===== src/rtl/cla_pkg.sv =====
// Carry-lookahead helpers shared by the CLA adder and CLS subtractor datapaths.
// pg4 folds four propagate/generate pairs; pg_merge joins an upper and a lower span.
package cla_pkg;

    localparam int CLA_GROUP = 16;

    // Returns {P, G} for a 4-wide span, bit 3 most significant.
    function automatic logic [1:0] pg4(input logic [3:0] p, input logic [3:0] g);
        logic grp_p;
        logic grp_g;
        grp_p = &p;
        grp_g = g[3] | (p[3] & g[2]) | (p[3] & p[2] & g[1]) | (p[3] & p[2] & p[1] & g[0]);
        return {grp_p, grp_g};
    endfunction

    function automatic logic [1:0] pg_merge(input logic hi_p, input logic hi_g,
                                            input logic lo_p, input logic lo_g);
        return {hi_p & lo_p, hi_g | (hi_p & lo_g)};
    endfunction

endpackage


===== src/rtl/cla_group16.sv =====
// Combinational 16-bit lookahead slice: two-level pg4 tree gives the slice carry-out
// and group P/G; nibble carries feed the per-bit sums.
module cla_group16
    import cla_pkg::*;
(
    input  logic [CLA_GROUP-1:0] a,
    input  logic [CLA_GROUP-1:0] b,
    input  logic                 ci,
    output logic [CLA_GROUP-1:0] s,
    output logic                 co,
    output logic                 grp_p,
    output logic                 grp_g
);

    localparam int NIB = CLA_GROUP / 4;

    logic [CLA_GROUP-1:0] p;
    logic [CLA_GROUP-1:0] g;
    logic [NIB-1:0]       np;
    logic [NIB-1:0]       ng;
    logic                 c_nib;
    logic                 c_bit;

    assign p = a ^ b;
    assign g = a & b;

    always_comb begin
        np    = '0;
        ng    = '0;
        s     = '0;
        c_nib = ci;
        c_bit = ci;
        for (int n = 0; n < NIB; n++) begin
            {np[n], ng[n]} = pg4(p[4*n +: 4], g[4*n +: 4]);
        end
        {grp_p, grp_g} = pg4(np, ng);
        co = grp_g | (grp_p & ci);
        // Each nibble starts from its lookahead carry; bits inside ripple locally.
        for (int n = 0; n < NIB; n++) begin
            c_bit = c_nib;
            for (int j = 0; j < 4; j++) begin
                s[4*n+j] = p[4*n+j] ^ c_bit;
                c_bit    = g[4*n+j] | (p[4*n+j] & c_bit);
            end
            c_nib = ng[n] | (np[n] & c_nib);
        end
    end

endmodule


===== src/rtl/cla_add64_pipe.sv =====
// Pipelined carry-lookahead adder: one GROUP-bit slice resolved per stage, operands skewed
// forward, elastic valid/ready flow with bubble collapse and per-stage stall enables.
module cla_add64_pipe
    import cla_pkg::*;
#(
    parameter int WIDTH = 64,
    parameter int GROUP = CLA_GROUP
) (
    input  logic             clk,
    input  logic             rst,
    input  logic             in_valid,
    output logic             in_ready,
    input  logic [WIDTH-1:0] in_a,
    input  logic [WIDTH-1:0] in_b,
    input  logic             cin,
    output logic             out_valid,
    input  logic             out_ready,
    output logic [WIDTH-1:0] sum,
    output logic             cout,
    output logic             gp,
    output logic             gg
);

    localparam int STAGES = WIDTH / GROUP;

    logic [STAGES-1:0] vld;
    logic [STAGES-1:0] en;

    // A stage may load when it is empty or the stage after it is moving.
    always_comb begin
        en             = '0;
        en[STAGES-1]   = out_ready | ~vld[STAGES-1];
        for (int k = STAGES - 2; k >= 0; k--) begin
            en[k] = en[k+1] | ~vld[k];
        end
    end

    assign in_ready = en[0];

    for (genvar k = 0; k < STAGES; k++) begin : stg
        localparam int LO = k * GROUP;
        localparam int SW = (k + 1) * GROUP;

        logic [GROUP-1:0] a_sl;
        logic [GROUP-1:0] b_sl;
        logic             ci_sl;
        logic             take;
        logic [GROUP-1:0] s_sl;
        logic             co_sl;
        logic             p_sl;
        logic             g_sl;
        logic             gp_n;
        logic             gg_n;
        logic [SW-1:0]    sum_n;

        logic             v_q;
        logic             c_q;
        logic             gp_q;
        logic             gg_q;
        logic [SW-1:0]    sum_q;

        if (k == 0) begin : src
            assign a_sl  = in_a[GROUP-1:0];
            assign b_sl  = in_b[GROUP-1:0];
            assign ci_sl = cin;
            assign take  = in_valid;
            assign gp_n  = p_sl;
            assign gg_n  = g_sl;
            assign sum_n = s_sl;
        end else begin : src
            assign a_sl  = stg[k-1].skew.a_q[GROUP-1:0];
            assign b_sl  = stg[k-1].skew.b_q[GROUP-1:0];
            assign ci_sl = stg[k-1].c_q;
            assign take  = stg[k-1].v_q;
            assign {gp_n, gg_n} = pg_merge(p_sl, g_sl, stg[k-1].gp_q, stg[k-1].gg_q);
            assign sum_n = {s_sl, stg[k-1].sum_q};
        end

        cla_group16 u_grp (
            .a     (a_sl),
            .b     (b_sl),
            .ci    (ci_sl),
            .s     (s_sl),
            .co    (co_sl),
            .grp_p (p_sl),
            .grp_g (g_sl)
        );

        // Result registers change only when a real operation lands, so bubbles keep the last value.
        always_ff @(posedge clk or posedge rst) begin
            if (rst) begin
                v_q   <= 1'b0;
                c_q   <= 1'b0;
                gp_q  <= 1'b0;
                gg_q  <= 1'b0;
                sum_q <= '0;
            end else if (en[k]) begin
                v_q <= take;
                if (take) begin
                    c_q   <= co_sl;
                    gp_q  <= gp_n;
                    gg_q  <= gg_n;
                    sum_q <= sum_n;
                end
            end
        end

        assign vld[k] = v_q;

        if (k < STAGES - 1) begin : skew
            logic [WIDTH-SW-1:0] a_q;
            logic [WIDTH-SW-1:0] b_q;
            logic [WIDTH-SW-1:0] a_nx;
            logic [WIDTH-SW-1:0] b_nx;

            if (k == 0) begin : nx
                assign a_nx = in_a[WIDTH-1:GROUP];
                assign b_nx = in_b[WIDTH-1:GROUP];
            end else begin : nx
                assign a_nx = stg[k-1].skew.a_q[WIDTH-LO-1:GROUP];
                assign b_nx = stg[k-1].skew.b_q[WIDTH-LO-1:GROUP];
            end

            always_ff @(posedge clk) begin
                if (en[k] && take) begin
                    a_q <= a_nx;
                    b_q <= b_nx;
                end
            end
        end
    end

    assign out_valid = stg[STAGES-1].v_q;
    assign sum       = stg[STAGES-1].sum_q;
    assign cout      = stg[STAGES-1].c_q;
    assign gp        = stg[STAGES-1].gp_q;
    assign gg        = stg[STAGES-1].gg_q;

endmodule

===== config.mk =====
export PLATFORM = sky130hd
export DESIGN_NAME = cla_add64_pipe
export DESIGN_NICKNAME = d
export VERILOG_FILES = /design/src/rtl/cla_pkg.sv /design/src/rtl/cla_group16.sv /design/src/rtl/cla_add64_pipe.sv
export SDC_FILE = /design/constraint.sdc
export NUM_CORES = 1
export LEC_CHECK = 0
export BUFFER_PORTS_ARGS = -buffer_cell sky130_fd_sc_hd__buf_4
export CORE_ASPECT_RATIO = 1.25
export CORE_MARGIN = 1.5
export CORE_UTILIZATION = 54
export CTS_BUF_LIST = sky130_fd_sc_hd__clkbuf_2
export CTS_CLUSTER_DIAMETER = 50
export DETAILED_ROUTE_END_ITERATION = 12
export HOLD_SLACK_MARGIN = 0.08
export PLACE_DENSITY_LB_ADDON = 0.15
export SYNTH_ARGS = -nofsm -noshare
export SYNTH_HDL_FRONTEND = slang
export SYNTH_SLANG_ARGS = --single-unit
export TNS_END_PERCENT = 1

===== constraint.sdc =====
create_clock -name clk -period 5.4 [get_ports clk]
set_input_delay 0.81 -clock clk [delete_from_list [all_inputs] [get_ports clk]]
set_output_delay 0.81 -clock clk [all_outputs]
set_load 0.01 [all_outputs]

# Yosys cells after proc, flatten, opt, wreduce, memory -nomap -nowiden
# Index checks and enable logic that the tools add are counted.
[classes]
multipliers = 0
shift = 0
n_eq_ne = 0
mux = 0
add_sub_neg = 0
magnitude_cmp = 0
bitwise_logic = 377
n_div = 0
n_reduce_logical = 27
[ops]
columns = ["op", "count"]
rows = [
  ["1-bit bitwise AND", 170],
  ["1-bit bitwise OR", 131],
  ["16-bit bitwise AND", 4],
  ["16-bit AND reduction", 4],
  ["4-bit AND reduction", 16],
  ["1-bit bitwise XOR", 64],
  ["16-bit bitwise XOR", 4],
  ["2-bit AND reduction", 4],
  ["1-bit inverter", 4],
  ["1-bit logical AND", 3],
]
[totals]
romBits = 0
ram_bits = 0
ff_bits = 368
elab_cells = 430
input_bits = 133
output_inout_bits = 69
latch_bits = 0
mem_count = 0

# Logic depth before layout (Yosys ltp)
# Gate-level depths: netlist (run 1).
[depth]
depth_word = 17
mapped_depth = 12
depth_no_buf = 12

# Hierarchy
# A second synthesis (run 1) with hierarchy kept.
[hier_totals]
cells_unflattened = 927
hier_area_um2 = 15428.5
[modules_own_cells]
columns = ["module", "n_inst", "area_each_um2", "cells_per_inst"]
rows = [
  ["cla_add64_pipe", 1, 12370.6, 587],
  ["cla_group16", 4, 764.5, 85],
]

# Worst setup path before layout (run 1)
# Ideal clock, no wire load.
[synth_timing]
kind = "in2reg"
startpoint = "input out_ready"
endpoint = "register stg[1].skew.a_q[0], enable pin"
cell_stages = 5
required_time_ps = 4946
n_path_buf = 1
setup_ps = 454
t_arrival_ps = 3085
slack_ps = 1861
path_cell_list = "nor2b_1 -> nand3_1 -> nand2_1 -> inv_2 -> clkbuf_1"
[synth_between]
elab_chain_cells = 4
[synth_lines]
columns = ["element", "line_no", "text"]
rows = [
  ["from (decl)", "cla_add64_pipe.sv:17", "input logic out_ready,"],
  ["1-bit bitwise OR", "cla_add64_pipe.sv:32", "en[STAGES-1] = out_ready | ~vld[STAGES-1];"],
  ["1-bit bitwise OR (2 in series)", "cla_add64_pipe.sv:34", "en[k] = en[k+1] | ~vld[k];"],
  ["1-bit logical AND", "cla_add64_pipe.sv:125", "if (en[k] && take) begin"],
  ["to (signal assigned)", "cla_add64_pipe.sv:126", "a_q <= a_nx;"],
  ["to (decl)", "cla_add64_pipe.sv:111", "logic [WIDTH-SW-1:0] a_q;"],
]
# No other way between the ends.
# A chain may end at the register's enable or synchronous reset.

# Final worst setup path (run 1)
[layout_timing]
startpoint = "register stg[1].skew.a_q[3]"
endpoint = "register stg[2].sum_q[43]"
[layout_between]
elab_chain_cells = 15
elab_cells_between_ends = 22
cone_classes = "21 x bitwise; 1 x reduce/logical"
[layout_lines]
columns = ["element", "line_no", "text"]
rows = [
  ["16-bit bitwise XOR", "cla_group16.sv:24", "assign p = a ^ b;"],
  ["1-bit bitwise AND", "cla_pkg.sv:12", "grp_g = g[3] | (p[3] & g[2]) | (p[3] & p[2] & g[1]) | (p[3] & p[2] & p[1] & g[0]);"],
  ["1-bit bitwise OR / 1-bit bitwise AND (equally long branches) (2 in series)", "cla_pkg.sv:12", ""],
  ["1-bit bitwise OR", "cla_pkg.sv:12", ""],
  ["1-bit bitwise OR *", "cla_group16.sv:45", "c_nib = ng[n] | (np[n] & c_nib);"],
  ["1-bit bitwise AND *", "cla_group16.sv:45", ""],
  ["1-bit bitwise OR *", "cla_group16.sv:45", ""],
  ["1-bit bitwise AND *", "cla_group16.sv:43", "c_bit = g[4*n+j] | (p[4*n+j] & c_bit);"],
  ["1-bit bitwise OR *", "cla_group16.sv:43", ""],
  ["1-bit bitwise AND *", "cla_group16.sv:43", ""],
  ["1-bit bitwise OR *", "cla_group16.sv:43", ""],
  ["1-bit bitwise AND *", "cla_group16.sv:43", ""],
  ["1-bit bitwise OR *", "cla_group16.sv:43", ""],
  ["1-bit bitwise XOR *", "cla_group16.sv:42", "s[4*n+j] = p[4*n+j] ^ c_bit;"],
  ["to (signal assigned)", "cla_add64_pipe.sv:103", "sum_q <= sum_n;"],
  ["to (decl)", "cla_add64_pipe.sv:60", "logic [SW-1:0] sum_q;"],
]
# Mark *: on every way between the ends. The rest lies on a longest branch, timed or not.

==> summary by stage, run 1 <==
Setup path
The critical path class is reg2reg. The data required time at the worst endpoint is 6.09 ns. The data arrival time of the critical path is 4.37 ns.

The worst setup path is captured at a register. STA classifies the critical path startpoint as a register. The largest fanout on the critical path is 3.

Clock tree
The number of clock buffers added by TritonCTS is 86. The clock tree synthesis step divided the H-tree into 3 levels. The clock latency of the later-clocked register in the worst-skew pair is 0.90 ns. TritonCTS built the clock tree. The tree built by TritonCTS fans out to 368 sinks.

The root buffer cell chosen for the clock tree is clkbuf_2. Clock-pin slew was measured on the worst setup and hold paths at 0.10 ns. The buffer levels on the longest clock path is 3.

Final layout
The post-layout instance area is 18600 um2. The share of the core filled with cells in the final layout is 69.0%. The relative area change from synthesis to final layout is 24.6%. At the end of the flow, the number of nets in the layout was 1788. Of the cells placed in the final design, the portion with a size suffix greater than 1 is 22.4%.

Worst hold path
The min-delay analysis places its worst path in the category in2async.

Pwr
The internal power of the cells is 5.05 mW. The portion of total power attributed to the clock network is 24.6%. The analysis attributes to net switching a power of 2.23 mW. The fraction of power spent switching nets is 30.6%. For this design the static power due to leakage is 8.73 nW.

The largest voltage drop on the vdd net is 0.000173 V. In this run the power density over the cells is 391 nW/um2. The combinational group share of total power is 21.7%. The sequential cell fraction of total power is 53.8%.

Placement
The final weighted congestion in routability-driven placement is 0.829. At the placement stage, the worst setup path has a slack of 1.73 ns. The placed standard-cell area is 16800 um2. Detailed placement ended at an HPWL of 19000 um. During placement, the flow inserted port buffers numbering 201.

Logic synthesis
The share of synthesized area in the top cell type comes to 38.6%. The async set-reset flop share out of synthesis is 47.8%. The biggest area contributor in the post-synthesis netlist is edfxtp_1. When the netlist entered floorplanning its net count stood at 1428. The count of different cell masters after synthesis is 36. Yosys instantiated no cell more often than nand2_1.

The dominant synthesized flop cell is edfxtp_1. The average cell area after synthesis is 12.6 um2. The commonest cells after synthesis are nand2_1 (467), edfxtp_1 (192), dfrtp_1 (176), ha_1 (64), fa_1 (48). Synthesis inferred 368 register bits. Synthesis handed over a netlist of 1183 instances. The cell area after synthesis is 15000 um2. In the post-synthesis netlist, the biggest area contributors are edfxtp_1 (39%), dfrtp_1 (29%), nand2_1 (12%), fa_1 (6.4%), ha_1 (5.4%).

Sequential elements use 68.0% of the synthesized area. Yosys mapped a number of flops with a built-in enable equal to 192. The Yosys step of the flow raised 0 warnings.

STA
The clock period could shrink to 3.68 ns. The worst pin sits at a relative slew slack of 32.9%. On the final layout, the worst clock skew is 0.0779 ns. After layout, the worst path uses 68.2% of the clock period.

The final number of hold-violating endpoints is 0. Across all hold checks on the routed design, the worst slack comes to 0.109 ns. In the post-route analysis, the smallest setup slack over all paths is 1.72 ns. The summed negative setup slack over all endpoints is 0 ns. For this run, the top clock speed supported by timing is 271 MHz. The count of final max-slew check failures was 0.

At the pin with the least slew margin, the transition time is 1.01 ns. Setup violations remaining at the end of the flow were counted as 0. Setup repair after global routing left no endpoint under its margin.

Global routing
Entering global routing, the biggest net connects 177 pins. The via count of the first global-routing pass is 10100. The overall overflow remaining after global route is 0.

The initial antenna violation count is 2. Across every metal layer, demand over resource in global routing totals 21.1%. The first global-routing pass estimated 48300 um of wire.

Drt
In the final routed layout, each cell accounts on average for 14.9 um. The pre-antenna-repair detailed-routing pass consisted of 5 iterations. Using the TritonRoute via totals, the vias-per-cell ratio works out to 4.90.

The routed design has 29100 um of wire. The remaining number of nets flagged by the antenna check after routing is 0. The detailed router finished its first iteration with 420 violations. In the routed design, unresolved DRC markers number 0. The final route contains 9598 vias.

Die
The die is 189 um tall. The placeable core region is 27000 um2. The I/O pin count is 202. The horizontal die dimension is 152 um. The floorplan step defined a die boundary enclosing 28700 um2. The initial standard-cell utilization of the core is 55.4%. The number of cell rows is 67.

Status
The run finished with clean final reports.

Job
The number of max-cap violations is 0.
-- power groups by stage --
stage / clock, mW / sequential, mW / combinational [mW]
6_report: 1.79 / 3.91 / 1.58
5_1_grt: 2.01 / 3.99 / 1.79
4_1_cts: 1.86 / 3.92 / 1.60
3_5_place_dp: 0 / 3.98 / 1.54
3_3_place_gp: 0 / 3.96 / 1.49
2_1_floorplan: 0 / 3.99 / 0.794
-- sequential cells by signal (all words and copies together) (netlist names) --
name and cells:
stg.skew.a_q 96, stg.skew.b_q 96, stg.sum_q 96, sum 64, stg.c_q 3, stg.gg_q 3, stg.gp_q 3, stg.v_q 3
cout 1, gg 1, gp 1, out_valid 1
-- logic make-up (layout without fill, tap and decap cells) --
| group | count (synthesis) | count (layout) | synth area share, % |
|---|---|---|---|
| AOI/OAI and AO/OA | 93 | 93 | 3.52 |
| xor gates and xnor gates | 16 | 16 | 0.937 |
| adders and majority gates | 112 | 112 | 11.8 |
| DFF | 368 | 368 | 68.0 |
| and+or+nand+nor | 527 | 527 | 14.0 |
| buffers and inverters | 67 | 493 | 1.77 |
| other | 0 | 3 | 0 |
-- layout by cell type (no fill, tap or decap), drive strengths merged, types with 3 or more instances in the layout --
cell           n
a21o           4
a21oi         39
a221oi         4
and2           3
and3           6
buf          209
clkbuf       134
clkinv        17
dfrtp        176
diode          3
dlygate4sd3   97
edfxtp       192
fa            48
ha            64
inv           32
nand2        468
nand2b         8
nand3         10
nand4         10
nor2          16
o21ai         35
o21bai         4
xnor2         13
xor2           3
-- timing repair --
action,CTS,global route
gates resized for setup,0,0
endpoints found under the hold margin,97,0
setup buffers,0,0
hold buffers,97,0
-- path summary, 6_finish.rpt --
path / start / endpoint / slack (ns) / cells after the start
setup / recovery: stg[1].skew.a_q[3] / stg[2].sum_q[43] / 1.72 / 11
hold / removal: rst / sum[16] / 0.11 / 3
setup reg to reg: stg[1].skew.a_q[3] / stg[2].sum_q[43] / 1.72 / 11
hold reg to reg: stg[1].skew.a_q[22] / stg[2].skew.a_q[6] / 0.39 / 0
max in group asynchronous: rst / sum[44] / 4.45 / 3
min in group clk: cin / stg[0].c_q / 0.27 / 3
-- layer usage --
metal  GRT usage [%]  up-vias  part of all wire [%]
met5               0        -                     0
met3            4.58       71                   4.7
met4            10.3        0                   3.4
li1                -     4736                     -
met2            35.0      255                    50
met1            26.5     4536                    42
-- worst max-delay path, cell delays in order (launching register included) --
cell	delay [ns]
edfxtp_1	0.39
ha_1	0.35
and3_1	0.23
a221oi_1	0.54
nand2_1	0.18
a21oi_1	0.30
inv_1	0.10
fa_1	0.39
fa_1	0.38
fa_1	0.38
xnor2_1	0.15
o21ai_0	0.08
-- stage by stage --
stage | cells | power (mW)
3_5_place_dp | 1703 | 5.52
6_report | 1957 | 7.28
5_1_grt | 1957 | 7.79
2_1_floorplan | 1183 | 4.78
3_3_place_gp | 1703 | 5.45
4_1_cts | 1954 | 7.38
-- area by class of cell --
| type | count | area, um2 |
|---|---|---|
| multi-input cells | 748 | 4530 |
| repair buffers | 306 | 2550 |
| well taps | 345 | 432 |
| flip-flops and latches | 368 | 10200 |
| diodes | 3 | 7.51 |
| inverters | 33 | 131 |
| fillers | 2036 | 8370 |
| clock buffers | 134 | 671 |
| clock inverters | 20 | 138 |
No activity file was read; power rests on OpenSTA's default activity.
==> run 2: changes to the inputs <==
ABC_AREA = 1   (was not set)
CORE_UTILIZATION = 60   (was 54)
clock period = 3.5 ns   (was 5.4 ns; I/O delays follow)
==> run 2 against run 1 <==
Sequential share of layout area shrank 1.8 points. Setup slack got worse by 1.6 ns. Critical endpoint is now stg[0].sum_q[15]. First-iteration DRC count up 15%. Highest routed layer unchanged. Critical path type is now in2reg.
==> summary by stage, run 2 <==
Setup path
On the critical path, the stage with the largest delay is an instance of dlygate4sd3_1. The data arrival time of the critical path is 4.23 ns. The critical path class is in2reg.

The kind of capture point of the worst setup path is a register. The signal on the critical path passes through dlygate4sd3_1 > buf_4 > ha_1 > nand2_1 > inv_2 > a21oi_2 > nand2_1 > nor2_2 > o21bai_1 > nand2_1 > nand2_1 > fa_1 > fa_2 > fa_1 > xnor2_1 > dlygate4sd3_1 > o21ai_1. Data on the critical path is required at its endpoint by 4.31 ns. The cell that appears most often on the critical path is nand2_1. The maximum cell stage delay along the critical path is 0.57 ns.

Along the worst path, the maximum fanout reaches 3. The kind of launch point of the worst setup path is an input port.

Final layout
At the end of the flow, the number of nets in the layout was 1895. Cells fill 76.7% of the core in the end. Cells with a size suffix above 1 make up 21.2% of the layout.

The commonest non-fill, non-tap cell in the layout is nand2_1. From synthesis to final layout, the design area changed by 26.6%. The largest registers in the layout are stg.skew.a_q x96, stg.skew.b_q x96, stg.sum_q x96.

In the layout the commonest cells are nand2_1 (382), buf_4 (209), edfxtp_1 (192), dfrtp_1 (176), dlygate4sd3_1 (128).

Pwr
The leakage power is 8.92 nW. For this design the ratio of total power to cell area is 638 nW/um2. The fraction of power spent switching nets is 32.3%. The clock network is responsible for 23.2% of the overall power. The sequential cell fraction of total power is 50.7%. The combinational group share of total power is 26.1%. Internal power comes to 8.32 mW. In this run the power spent charging and discharging nets is 3.97 mW. IR analysis of the VDD net gives a maximum drop of 0.000304 V.

STA
After layout, the minimum clock period comes to 3.41 ns. Setup repair after global routing left no endpoint under its margin. The tightest slew margin relative to the limit is 38.5%. The summed negative setup slack over all endpoints is 0 ns. The count of final max-slew check failures is 0. The maximum operating frequency is 293 MHz. The final number of hold-violating endpoints is 0. At the pin with the least slew margin, the transition time is 0.922 ns. Across the routed clock network, the largest skew measured is 0.0714 ns. Setup violations remaining at the end of the flow were counted as 0. The worst path uses 97.5% of the clock period.

Clock tree
The buffer levels on the longest clock path is 3. Clock-pin slew was measured on the worst setup and hold paths at 0.11 ns. The clock latency of the later-clocked register in the worst-skew pair is 0.88 ns. TritonCTS built the clock tree. Clock tree synthesis inserted a total of 86 buffers. The tree is rooted in a clkbuf_2.

The TritonCTS sink count is 368. The deepest level of the CTS H-tree is 3.

Placement
The congestion estimate from routability-driven global placement came to 0.785. During placement, the flow inserted port buffers numbering 201. The half-perimeter wire length after placement is 19500 um.

Logic synthesis
Ranked by instance count, the synthesized netlist is headed by nand2_1 (382), edfxtp_1 (192), dfrtp_1 (176), inv_1 (104), o21ai_1 (80). By area the synthesized netlist is led by edfxtp_1 (38%), dfrtp_1 (29%), nand2_1 (9.4%), fa_1 (6.3%), ha_1 (5.3%). The synthesized design spends more area on one cell type than any other, namely edfxtp_1. The dominant synthesized flop cell is edfxtp_1.

The number of enable-type register cells in the synthesized netlist is 192. The cell count after synthesis is 1254. The number of different library cells used by synthesis comes to 28. The average cell area after synthesis is 12.1 um2. After synthesis the netlist holds a flip-flop and latch count of 368. The share of synthesized area occupied by flip-flops and latches is 66.8%.

The number of nets in the synthesized netlist is 1499. Summed over its instances, the top area cell type makes up 37.9% of the synthesized netlist area. In the post-synthesis netlist, the cell with the most instances is nand2_1. The cell area after synthesis is 15200 um2. The Yosys step of the flow raised 0 warnings.

The async set-reset flop share out of synthesis is 47.8%.

Global routing
The first global-routing pass estimated 51000 um of wire. The pin count of the biggest net entering global routing is 85. Summed over all layers, the global routing overflow is 0. The total routing resource utilization after global routing is 24.6%.

The initial antenna violation count came to 1. The via count of the first global-routing pass is 10800.

Die
The placeable core region is 25100 um2. The die boundary height is 181 um. The I/O pin count is 202. The number of cell rows is 65. The die covers 26300 um2. The initial standard-cell utilization of the core is 60.6%. The die is 145 um wide.

Drt
The detail-routed net length per standard cell is 15.1 um. The DRC violation total after the first TritonRoute iteration is 484. The average vias per placed instance is 4.94. After detailed routing, the number of remaining DRC violations is 0.

The total number of vias is 10100. The first TritonRoute pass finished after 4 iterations. The remaining number of nets flagged by the antenna check after routing is 0. The aggregate routed wire length is 30900 um.

Status
The run finished with clean final reports.

Worst hold path
The type of the tightest min-delay check is in2reg.

Job
Max-cap violations in this run came to 0.
-- run 2: cell count changes in the layout (fill, tap and decap cells not counted), sizes merged, moves of 23 or more --
| cell | delta |
|---|---|
| a21oi | -23 |
| inv | +77 |
| dlygate4sd3 | +31 |
| o21ai | +66 |
| nor2 | +53 |
| nand2 | -85 |
-- run 2: path summary, 6_finish.rpt --
kind | from | end | slack [ns] | depth (start not counted)
max in group asynchronous | rst | stg[1].sum_q[7] | 2.54 | 4
min in group asynchronous | rst | cout | 0.21 | 3
min reg2reg | stg[0].skew.a_q[19] | stg[1].skew.a_q[3] | 0.39 | 0
max | in_b[3] | stg[0].sum_q[15] | 0.09 | 17
min | in_a[6] | stg[0].sum_q[6] | 0.17 | 4
max reg2reg | stg[0].skew.a_q[3] | stg[1].sum_q[31] | 0.37 | 16
-- run 2: power groups by stage --
stage / clock network [mW] / logic (mW) / registers [mW]
floorplan: 0 / 1.68 / 6.35
global placement: 0 / 2.95 / 6.28
detailed placement: 0 / 3.06 / 6.32
CTS: 2.93 / 3.22 / 6.23
global route: 3.17 / 3.63 / 6.35
finish: 2.85 / 3.20 / 6.24
-- run 2: cell type report --
type	instances	area [um2]
Clock inverter	32	240
Fill cell	1650	5860
Timing Repair Buffer	341	2930
Clock buffer	120	601
Sequential cell	368	10200
Tap cell	335	419
Antenna cell	1	2.50
Inverter	110	425
Multi-Input combinational cell	743	4480
-- run 2: stage by stage --
stage	std cells	power (mW)	hold slack, ns	setup WS [ns]	instance area (um2)
after floorplan	1254	8.03	0.400	0.575	15200
after global placement	1768	9.23	0.401	0.318	17100
after detailed placement	1768	9.38	0.405	0.273	17100
after CTS	2048	12.4	0.0860	0.237	19300
after global routing	2050	13.2	0.0885	0.00822	19300
final	2050	12.3	0.169	0.0861	19300
-- run 2: layer usage --
metal  vias up  part of all wire, %  GRT usage (%)
met5         -                    0              0
met4         0                  2.6           10.3
met3        55                  4.6           5.33
met2       254                   53           44.4
met1      4841                   40           28.2
li1       4977                    -              -
-- run 2: worst max-delay path, delay by kind of cell --
| family | cells | cell delay, ns |
|---|---|---|
| AO/OA/AOI/OAI | 3 | 0.36 |
| XOR/XNOR | 1 | 0.13 |
| adder cells (fa/ha/maj) | 4 | 1.41 |
| buffers and inverters | 4 | 1.33 |
| AND/OR/NAND/NOR | 5 | 0.46 |
-- run 2: cells by family (layout without fill, tap and decap cells) --
group	count (synthesis)	in the layout	share of synthesized area [%]
other	0	1	0
buffers and inverters	143	603	3.82
DFF	368	368	66.8
and+or+nand+nor	493	493	12.8
AOI/OAI and AO/OA	122	122	4.08
adders and majority gates	112	112	11.6
xor gates and xnor gates	16	16	0.920
-- run 2: repair_timing --
item | in CTS | in global routing
endpoints found under the hold margin | 293 | 0
gates resized for setup | 0 | 3
endpoints found under the setup margin | 0 | 3
buffers inserted | 0 | 1
hold buffers | 128 | 0
==> run 3: changes to the inputs <==
BUFFER_PORTS_ARGS = -buffer_cell sky130_fd_sc_hd__buf_2   (was -buffer_cell sky130_fd_sc_hd__buf_4)
==> run 3 against run 2 <==
Clock power is 6% lower. Die area unchanged. Via count shrank 0.85%. Largest power group unchanged. Critical path depth stayed put. Count of clock-buffer cells in the layout is 15 higher. Critical path type unchanged. Wire length decreased by 1.8%. Hold slack improved by 0.0016 ns. Fmax rose by 1.0%. Combinational power is 7.5% lower. Sequential share of layout area grew 1.6 points.
==> summary by stage, run 3 (same netlist as run 2, synthesis figures left out) <==
Final layout
Measured on the finished design, the core utilization comes to 74.4%. The sequential cells in the finished layout cover a total of 10200 um2. The post-layout instance area is 18700 um2. Summing all multi-input logic gate instances after layout gives 4480 um2.

In the final layout, the share of cells above drive strength 1 is 21.4%. The library cell used most frequently in the layout, excluding fill and tap cells, is nand2_1. The largest registers in the layout are stg.skew.a_q x96, stg.skew.b_q x96, stg.sum_q x96. The top cell types in the final layout, fill and taps aside, are nand2_1 (382), buf_2 (201), edfxtp_1 (192), dfrtp_1 (176), clkbuf_2 (135). From synthesis to final layout, the design area changed by 22.8%. The net total in the final layout is 1894. The count of fill cells added during filler insertion is 1700.

Setup path
The maximum cell stage delay along the critical path is 0.56 ns. The worst-path cell with the longest stage delay is dlygate4sd3_1. At the worst endpoint, the required time is 4.25 ns. The cell family contributing the most delay on the critical path is adder cells. Counting both buffers and inverters, the worst setup path holds a total of 3.

The largest fanout on the critical path is 3. The most frequent cell on the critical path is nand2_1. Data on the critical path arrives at its endpoint at 4.13 ns.

The critical path class is in2reg. Traced cell by cell, the critical path runs through dlygate4sd3_1 > buf_2 > ha_1 > nand2_1 > nand2_1 > a21oi_1 > nand2_1 > nor2_2 > o21bai_1 > nand2_1 > nand2_1 > fa_2 > fa_1 > fa_1 > xnor2_1 > dlygate4sd3_1 > o21ai_1. The kind of capture point of the worst setup path is a register. STA classifies the critical path startpoint as an input port.

Worst hold path
The worst hold path belongs to the class in2reg.

Drt
In the final routed layout, each cell accounts on average for 14.8 um. The detailed-routing iteration count for the pre-antenna-repair pass is 4. The detail route stage leaves a number of antenna-violating nets equal to 0. The DRC violation total after the first TritonRoute iteration is 437. After detailed routing, the number of remaining DRC violations is 0. The detailed router placed 10000 vias in this run.

The final layout contains routed wiring with a total length of 30400 um. Dividing the detail-routed via count by the number of cells gives 4.89.

Pwr
In this run the power spent charging and discharging nets is 3.90 mW. For this design the static power due to leakage is 8.77 nW. Of the total power, the clock network draws 22.7%. Registers are responsible for 52.3% of the overall power. The largest voltage drop on the vdd net is 0.000291 V.

The power per cell area is 634 nW/um2. Cell internal power was estimated by the tool at 7.94 mW. Net switching is 32.9% of the power.

The combinational group share of total power is 25.0%.

STA
The maximum operating frequency is 296 MHz. The final number of hold-violating endpoints was 0. The setup skew after layout is 0.0408 ns.

The count of final max-slew check failures is 0. Setup violations remaining at the end of the flow were counted as 0. The summed negative setup slack over all endpoints is 0 ns. Setup repair after global routing left no endpoint under its margin. The tightest slew margin relative to the limit is 28.7%.

For the pin with the worst max-slew slack, the measured transition is 1.07 ns. The minimum period implied by the final worst setup slack is 3.38 ns. Dividing the final minimum period by the clock period gives 96.5%.

Global routing
The wire length of the first global-routing pass is 50000 um. The initial antenna violation count is 1. The via count of the first global-routing pass is 10600.

The total overflow left after global routing is 0. In the global route stage, overall resource usage came out at 24.2%. Entering global routing, the biggest net connects 97 pins.

Placement
The half-perimeter wire length after placement is 19000 um. The placed standard-cell area is 16600 um2. During placement, the flow inserted port buffers numbering 201. Routability-driven placement finished with a final weighted congestion of 0.773.

Die
The initial standard-cell utilization of the core is 60.6%. The I/O pin count is 202. Row generation in the floorplan step produced 65 rows. In this run the standard cell core region covers 25100 um2. The die covers 26300 um2.

The die boundary height is 181 um. The horizontal die dimension is 145 um.

Clock tree
The deepest level of the CTS H-tree is 3. Clock latency on the worst-skew pair, taken at its later pin, is 0.89 ns. Buffers inserted during clock tree synthesis total 84. The CTS tree is done. The clock edge transition at the registers on the reported setup and hold paths is 0.10 ns. The TritonCTS sink count is 368. CTS placed an instance of clkbuf_2 at the clock tree root. The buffer levels on the longest clock path is 3.

Status
The run finished with clean final reports.

Job
Across the run, the number of max-cap violations was 0.
-- run 3: worst paths after layout --
kind	from	end	slack (ns)	depth (start not counted)
worst min-delay path	in_b[7]	stg[0].sum_q[7]	0.17	4
worst max-delay path	in_b[3]	stg[0].sum_q[15]	0.12	17
max in group asynchronous	rst	stg[0].gp_q	2.26	4
worst max register to register	stg[1].skew.a_q[3]	stg[2].sum_q[47]	0.35	14
worst min register to register	stg[0].skew.a_q[44]	stg[1].skew.a_q[28]	0.41	0
min in group asynchronous	rst	sum[51]	0.34	3
-- run 3: what timing repair did --
action / 4_1_cts / 5_1_grt
hold buffers: 130 / 0
resized for setup: 0 / 2
setup buffers: 0 / 0
endpoints found under the hold margin: 152 / 0
endpoints found under the setup margin: 0 / 2
-- run 3: routing by layer --
layer / global-route usage [%] / share of wire [%] / up-vias
met4: 12.3 / 3.3 / 0
met2: 43.1 / 53 / 270
met1: 27.8 / 39 / 4732
met3: 4.92 / 5.2 / 60
met5: 0 / 0 / -
li1: - / - / 4979
-- run 3: layout make-up --
class,instances,share of cell area [%]
inverters,110,2.28
diodes,1,0.0134
well taps,335,2.24
clock buffers,135,3.61
flip-flops and latches,368,54.4
multi-input cells,743,24.0
clock inverters,19,0.529
repair buffers,342,13.0
-- run 3: metrics by stage --
stage	power [mW]	hold WS, ns	std cells	setup slack (ns)
global route	12.7	0.122	2053	0.0384
global placement	8.98	0.401	1768	0.332
detailed placement	9.11	0.405	1768	0.249
finish	11.8	0.170	2053	0.121
CTS	11.9	0.0804	2052	0.174
floorplan	8.03	0.400	1254	0.575
-- run 3: power by group through the flow --
stage	registers [mW]	clock network [mW]	logic [mW]
floorplan	6.35	0	1.68
global placement	6.26	0	2.71
detailed placement	6.30	0	2.82
CTS	6.20	2.77	2.98
global route	6.32	3.00	3.37
finish	6.20	2.69	2.96
-- run 3: tightest hold or removal path: cells and delay by family --
family	cells	cell delay (ns)
xor gates and xnor gates	1	0.09
AOI/OAI and AO/OA	1	0.14
adders and majority gates	1	0.16
buffers and inverters	1	0.08
